**config.mk**
```make
export PLATFORM = sky130hd
export DESIGN_NAME = alu_z_unit_flat
export DESIGN_NICKNAME = d
export VERILOG_FILES = /design/src/rtl/alu_z_unit_if.sv /design/src/rtl/alu_z_unit.sv /design/src/flat_wrapper.sv
export SDC_FILE = /design/constraint.sdc
export NUM_CORES = 1
export LEC_CHECK = 0
export ABC_AREA = 0
export CAP_MARGIN = 20
export CORE_MARGIN = 2
export CORE_UTILIZATION = 55
export DETAILED_ROUTE_END_ITERATION = 12
export DONT_BUFFER_PORTS = 1
export PLACE_DENSITY = 0.7
export SLEW_MARGIN = 40
export SYNTH_ARGS = -nofsm -noshare
export SYNTH_HDL_FRONTEND = slang
export SYNTH_SLANG_ARGS = --single-unit
```
**constraint.sdc**
```tcl
create_clock -name reg_y_clk -period 10.3 [get_ports reg_y_clk]
set_input_delay 1.03 -clock reg_y_clk [delete_from_list [all_inputs] [get_ports reg_y_clk]]
set_output_delay 1.03 -clock reg_y_clk [all_outputs]
set_load 0.01 [all_outputs]
```
**src/rtl/alu_z_unit_if.sv**
```systemverilog
// Handshake and operand/result bundle between the RISC SPM control unit and the ALU stage.
// The master drives operands and start; the slave (ALU) returns status, result and flags.
interface alu_z_unit_if #(
  parameter int unsigned WIDTH = 8
);
  logic [WIDTH-1:0] alu_a_in;
  logic [WIDTH-1:0] alu_b_in;
  logic [2:0]       alu_op;
  logic             alu_start;
  logic             alu_busy;
  logic             alu_done;
  logic [WIDTH-1:0] alu_result;
  logic             alu_z;
  logic             alu_c;

  modport master (
    output alu_a_in, alu_b_in, alu_op, alu_start,
    input  alu_busy, alu_done, alu_result, alu_z, alu_c
  );

  modport slave (
    input  alu_a_in, alu_b_in, alu_op, alu_start,
    output alu_busy, alu_done, alu_result, alu_z, alu_c
  );
endinterface

```
**src/rtl/alu_z_unit.sv**
```systemverilog
// Execution stage behind the Y register: single-cycle ALU ops plus an iterative shift-add
// multiply, with registered result, zero and carry flags and a start/busy/done handshake.
module alu_z_unit #(
  parameter int unsigned WIDTH = 8
) (
  input logic        reg_y_clk,
  input logic        reg_y_rst,
  alu_z_unit_if.slave bus
);

  localparam int unsigned CntW = (WIDTH > 1) ? $clog2(WIDTH) : 1;

  localparam logic [2:0] OpAdd   = 3'b000;
  localparam logic [2:0] OpSub   = 3'b001;
  localparam logic [2:0] OpAnd   = 3'b010;
  localparam logic [2:0] OpNot   = 3'b011;
  localparam logic [2:0] OpMul   = 3'b100;
  localparam logic [2:0] OpShl   = 3'b101;
  localparam logic [2:0] OpShr   = 3'b110;
  localparam logic [2:0] OpPassb = 3'b111;

  typedef enum logic [1:0] {StIdle, StExec, StMul} state_e;

  state_e             state_q, state_d;
  logic [WIDTH-1:0]   a_q, a_d;
  logic [WIDTH-1:0]   b_q, b_d;
  logic [2:0]         op_q, op_d;
  logic [CntW-1:0]    cnt_q, cnt_d;
  logic [2*WIDTH-1:0] acc_q, acc_d;
  logic               busy_q, busy_d;
  logic               done_q, done_d;
  logic [WIDTH-1:0]   result_q, result_d;
  logic               z_q, z_d;
  logic               c_q, c_d;

  logic [WIDTH-1:0]   exec_res;
  logic               exec_c;
  logic [WIDTH:0]     ext_sum;
  logic [WIDTH:0]     ext_diff;
  logic [2*WIDTH-1:0] partial;
  logic [2*WIDTH-1:0] acc_sum;

  // Single-cycle datapath; the extra MSB of the extended add/subtract is carry/borrow.
  always_comb begin
    ext_sum  = {1'b0, a_q} + {1'b0, b_q};
    ext_diff = {1'b0, a_q} - {1'b0, b_q};
    exec_res = '0;
    exec_c   = 1'b0;
    unique case (op_q)
      OpAdd:   begin exec_res = ext_sum[WIDTH-1:0];  exec_c = ext_sum[WIDTH];  end
      OpSub:   begin exec_res = ext_diff[WIDTH-1:0]; exec_c = ext_diff[WIDTH]; end
      OpAnd:   exec_res = a_q & b_q;
      OpNot:   exec_res = ~a_q;
      OpMul:   exec_res = '0;
      OpShl:   begin exec_res = {a_q[WIDTH-2:0], 1'b0}; exec_c = a_q[WIDTH-1]; end
      OpShr:   begin exec_res = {1'b0, a_q[WIDTH-1:1]}; exec_c = a_q[0];       end
      OpPassb: exec_res = b_q;
      default: exec_res = '0;
    endcase
  end

  always_comb begin
    partial = b_q[cnt_q] ? ({{WIDTH{1'b0}}, a_q} << cnt_q) : '0;
    acc_sum = acc_q + partial;
  end

  always_comb begin
    state_d  = state_q;
    a_d      = a_q;
    b_d      = b_q;
    op_d     = op_q;
    cnt_d    = cnt_q;
    acc_d    = acc_q;
    busy_d   = busy_q;
    done_d   = 1'b0;
    result_d = result_q;
    z_d      = z_q;
    c_d      = c_q;
    unique case (state_q)
      StIdle: begin
        if (bus.alu_start) begin
          a_d     = bus.alu_a_in;
          b_d     = bus.alu_b_in;
          op_d    = bus.alu_op;
          cnt_d   = '0;
          acc_d   = '0;
          busy_d  = 1'b1;
          state_d = (bus.alu_op == OpMul) ? StMul : StExec;
        end
      end
      StExec: begin
        result_d = exec_res;
        z_d      = (exec_res == '0);
        c_d      = exec_c;
        done_d   = 1'b1;
        busy_d   = 1'b0;
        state_d  = StIdle;
      end
      StMul: begin
        acc_d = acc_sum;
        if (cnt_q == CntW'(WIDTH - 1)) begin
          result_d = acc_sum[WIDTH-1:0];
          z_d      = (acc_sum[WIDTH-1:0] == '0);
          c_d      = |acc_sum[2*WIDTH-1:WIDTH];
          done_d   = 1'b1;
          busy_d   = 1'b0;
          state_d  = StIdle;
        end else begin
          cnt_d = cnt_q + 1'b1;
        end
      end
      default: begin
        busy_d  = 1'b0;
        state_d = StIdle;
      end
    endcase
  end

  always_ff @(posedge reg_y_clk or posedge reg_y_rst) begin
    if (reg_y_rst) begin
      state_q  <= StIdle;
      a_q      <= '0;
      b_q      <= '0;
      op_q     <= '0;
      cnt_q    <= '0;
      acc_q    <= '0;
      busy_q   <= 1'b0;
      done_q   <= 1'b0;
      result_q <= '0;
      z_q      <= 1'b0;
      c_q      <= 1'b0;
    end else begin
      state_q  <= state_d;
      a_q      <= a_d;
      b_q      <= b_d;
      op_q     <= op_d;
      cnt_q    <= cnt_d;
      acc_q    <= acc_d;
      busy_q   <= busy_d;
      done_q   <= done_d;
      result_q <= result_d;
      z_q      <= z_d;
      c_q      <= c_d;
    end
  end

  assign bus.alu_busy   = busy_q;
  assign bus.alu_done   = done_q;
  assign bus.alu_result = result_q;
  assign bus.alu_z      = z_q;
  assign bus.alu_c      = c_q;

endmodule
```
**src/flat_wrapper.sv**
```systemverilog
// flat-port wrapper written by rule: the top's interface ports become plain ports
module alu_z_unit_flat 
#(
  parameter int unsigned WIDTH = 8
)
  (reg_y_clk, reg_y_rst, bus_alu_a_in, bus_alu_b_in, bus_alu_op, bus_alu_start, bus_alu_busy, bus_alu_done, bus_alu_result, bus_alu_z, bus_alu_c);
  alu_z_unit_if #(.WIDTH(WIDTH)) bus_i ();
  input logic reg_y_clk;
  input logic reg_y_rst;
  input wire logic [$bits(bus_i.alu_a_in)-1:0] bus_alu_a_in;
  input wire logic [$bits(bus_i.alu_b_in)-1:0] bus_alu_b_in;
  input wire logic [$bits(bus_i.alu_op)-1:0] bus_alu_op;
  input wire logic [$bits(bus_i.alu_start)-1:0] bus_alu_start;
  output wire logic [$bits(bus_i.alu_busy)-1:0] bus_alu_busy;
  output wire logic [$bits(bus_i.alu_done)-1:0] bus_alu_done;
  output wire logic [$bits(bus_i.alu_result)-1:0] bus_alu_result;
  output wire logic [$bits(bus_i.alu_z)-1:0] bus_alu_z;
  output wire logic [$bits(bus_i.alu_c)-1:0] bus_alu_c;
  assign bus_i.alu_a_in = bus_alu_a_in;
  assign bus_i.alu_b_in = bus_alu_b_in;
  assign bus_i.alu_op = bus_alu_op;
  assign bus_i.alu_start = bus_alu_start;
  assign bus_alu_busy = bus_i.alu_busy;
  assign bus_alu_done = bus_i.alu_done;
  assign bus_alu_result = bus_i.alu_result;
  assign bus_alu_z = bus_i.alu_z;
  assign bus_alu_c = bus_i.alu_c;
  alu_z_unit #(.WIDTH(WIDTH)) u_core (.reg_y_clk(reg_y_clk), .reg_y_rst(reg_y_rst), .bus(bus_i));
endmodule
```
==> results.md <==
* Run status: finished, final reports clean
* Number of cells on the worst reg-to-reg path at 13
* Share of final-layout standard cells stronger than drive strength 1 at 9.34%
* Estimated wirelength of the detail-placed design at 9.60 mm
* Final min period at 4230 ps
* Final antenna-violating net count at 0
* Count of warnings emitted by yosys at 0
* CTS tree: done
* Via density per instance at 6.47
* Post CTS Setup Buffer Count at 0
* Static leakage at 2.07 nW
* Clock transition at the registers of the reported paths at 100 ps
* Count of non-filler cells in the finished layout at 665
* Antenna violations before repair at 0
* Total global routing overflow at 0
* Slowest cell on the critical path: sky130_fd_sc_hd__dfrtp_1
* Via count of the first global-routing pass at 4133
* Number of storage elements in the synthesis netlist at 52
* Worst path top cell family by delay: simple AND/OR/NAND/NOR gates
* Worst Setup Path Type: flip-flop to flip-flop
* Number of remaining DRC errors at 0
* Maximum number of pins on one net before global-route repair at 53
* Most used cell, CP: sky130_fd_sc_hd__nand2_1
* Number of resized instances in the post-cts repair step at 0
* Root buffer selected by CTS: sky130_fd_sc_hd__clkbuf_8
* Worst Hold Class: flip-flop to flip-flop
* Highest net fanout along the worst path at 18
* Horizontal extent of the die at 97.5 um
* Worst R2R Start: u_core.cnt_q[0]
* Insertion delay of the later-clocked pin in the worst-skew pair at 320 ps
* Final weighted congestion in routability-driven placement at 0.945
* Final Routed Wirelength at 12.7 mm
* Vertical extent of the die at 97.5 um
* CP Launch Type: flip-flop
* Nets in the synthesized netlist at 636
* Share of the clock period used by the worst path after layout at 41.0%
* Row cnt at 34
* Number of max-cap violations at 0
* Min-delay src: u_core.bus.alu_result[3]
* Number of hold buffers added after CTS at 0
* H-tree depth at 2
* Effective utilization at floorplan at 55.9%
* Power per cell area at 239 nW/um2
* Dominant synthesized flop cell: sky130_fd_sc_hd__dfrtp_1
* FF-to-FF End: u_core.bus.alu_c
* Sequential element share of the synthesized area at 27.1%
* Capture endpoint of the worst hold path: u_core.bus.alu_result[3]
* Post-Route Skew at 6.67 ps
* Cell area after synthesis at 4810 um2
* Final setup vio count at 0
* Number of primary I/O pins at 34
* Worst Path Buf+Inv at 0
* Critical path data arrival time at 4470 ps
* Count of final max-slew check failures at 0
* Synthesized area divided by synthesized cell count at 8.36 um2
* Worst hold-check slack at 548 ps
* Number of enable flip-flop cells after synthesis at 0
* P&R area growth vs syn at 2.89%
* Number of instances in the synthesized netlist at 575
* Filler Cell Count at 790
* Vias at 4300
* Global Route Usage Sum at 26.7%
* Relative slew margins at 48.2%
* Number of clock buffers inserted by TritonCTS at 5
* Setup_tns at 0 ps
* Number of library cell types mapped by synthesis at 66
* Number of violations reported at the end of detailed-routing iteration 0 at 361
* Buffers from clock root to sink, at most at 2
* Ys async rst share at 100%
* Die footprint at 9500 um2
* Min-Delay Path Depth at 2
* Final antenna diode count at 0
* Placeable Area at 8590 um2
* TritonCTS Sinks at 52
* Peak supply drop at 0.171 mV
* Total count of hold-check failures in the final report at 0
* Post-DR wirelength/cell at 19.0 um
* Cells traversed along the worst timing path: mux4_2 -> nand2_1 -> and2_1 -> nor2_1 -> ha_1 -> nand2_1 -> nor3_1 -> o2111ai_1 -> and3_1 -> a311oi_1 -> nor4b_1 -> nor4b_2 -> o21ai_1
* CP max stage delay at 770 ps
* Setup repair after global routing missed its margin: false
* Required time of the worst setup path at 10550 ps
* Setup slack of the most critical reg-to-reg path at 6070 ps
* Number of search-and-repair iterations in the first detailed-routing pass at 5
* Crit path capture type: flip-flop
* Number of buffers inserted by port buffering at 0
* Achievable Freq at 0.237 GHz
* Final-stage net count at 617
* Number of placed cells counting well taps at 657
* First-pass GRT wire length at 20.8 mm
* Slew at the pin with the worst max-slew slack at 775 ps
[registers in the layout, indices dropped and copies added (netlist names)]
register,cells
u_core.cnt_q,3
u_core.b_q,8
u_core.bus.alu_z,1
u_core.bus.alu_result,8
u_core.bus.alu_c,1
u_core.a_q,8
u_core.op_q,3
u_core.bus.alu_done,1
u_core.state_q,2
u_core.acc_q,16
u_core.bus.alu_busy,1
[metrics by stage]
step	utilization, %	total power, mW	setup slack [ps]	instance area, um2
after floorplan	-	0.878	6590	4810
after global placement	56.5	1.03	6230	4850
after detailed placement	56.5	1.05	6160	4850
after CTS	57.5	1.17	6130	4940
after global routing	57.6	1.27	5750	4950
final	57.6	1.18	6070	4950
[worst register-to-register path, stage by stage, from the launching register on]
cell and delay, ps:
sky130_fd_sc_hd__dfrtp_1 770, sky130_fd_sc_hd__mux4_2 580, sky130_fd_sc_hd__nand2_1 160, sky130_fd_sc_hd__and2_1 290
sky130_fd_sc_hd__nor2_1 90, sky130_fd_sc_hd__ha_1 390, sky130_fd_sc_hd__nand2_1 180, sky130_fd_sc_hd__nor3_1 460
sky130_fd_sc_hd__o2111ai_1 200, sky130_fd_sc_hd__and3_1 220, sky130_fd_sc_hd__a311oi_1 400, sky130_fd_sc_hd__nor4b_1 100
sky130_fd_sc_hd__nor4b_2 170, sky130_fd_sc_hd__o21ai_1 140
[cells in the mapped netlist (all sizes together), types with 11 or more instances]
cell type | n | area, um2
nor2 | 66 | 248
nor3 | 17 | 85.1
ha | 36 | 450
nor2b | 14 | 87.6
dfrtp | 52 | 1300
mux2i | 26 | 260
mux2 | 26 | 293
a22oi | 15 | 113
inv | 27 | 101
nand2b | 12 | 75.1
clkbuf | 21 | 78.8
a21oi | 38 | 190
nand3 | 11 | 55.1
o21ai | 40 | 204
nand2 | 52 | 195
[layout make-up]
| type | instances | area [um2] | area share [%] |
|---|---|---|---|
| sequential | 52 | 1300 | 26.3 |
| timing repair buffer | 2 | 15.0 | 0.304 |
| inverter | 27 | 101 | 2.05 |
| tap | 108 | 135 | 2.73 |
| multi-input combinational | 468 | 3300 | 66.8 |
| clock inverter | 2 | 16.3 | 0.329 |
| clock buffer | 6 | 72.6 | 1.47 |
[metal layers]
metal | vias up | wire length, um | track usage [%]
met1 | 2079 | 5830 | 38.4
met2 | 132 | 5750 | 42.0
met5 | - | 0 | 0
met4 | 0 | 298 | 7.91
li1 | 2062 | - | -
met3 | 27 | 780 | 3.81
[how the worst max path moves through the flow]
stage                          startpoint          endpoint  slack, ps  cells after the start
final                     u_core.cnt_q[0]  u_core.bus.alu_c       6070                     13
after CTS                 u_core.cnt_q[0]  u_core.bus.alu_c       6130                     13
after global routing      u_core.cnt_q[0]  u_core.bus.alu_c       5750                     13
after floorplan           u_core.cnt_q[0]  u_core.bus.alu_c       6590                     14
after global placement    u_core.cnt_q[0]  u_core.bus.alu_c       6230                     13
after detailed placement  u_core.cnt_q[0]  u_core.bus.alu_c       6160                     13
[cells by family after synthesis]
kind of cell | synth area share [%]
flops | 27.1
simple gates | 19.4
buf+inv | 4.32
fa+ha+maj | 10.6
mux | 13.4
xor+xnor | 2.19
compound gates | 23.0
[layout by cell type, fill, tap and decap left out, drive strengths merged, types with 11 or more instances in the layout]
master,instances
a21oi,38
a22oi,15
dfrtp,52
ha,36
inv,27
mux2,26
mux2i,26
nand2,52
nand2b,12
nand3,11
nor2,66
nor2b,14
nor3,17
o21ai,40
[report_power, final]
group,internal (mW),switching [mW],leakage (nW)
clock network,0.0486,0.0745,0.0414
logic,0.296,0.389,1.37
registers,0.256,0.118,0.658
Note: power is estimated with default switching activity, not from simulation.
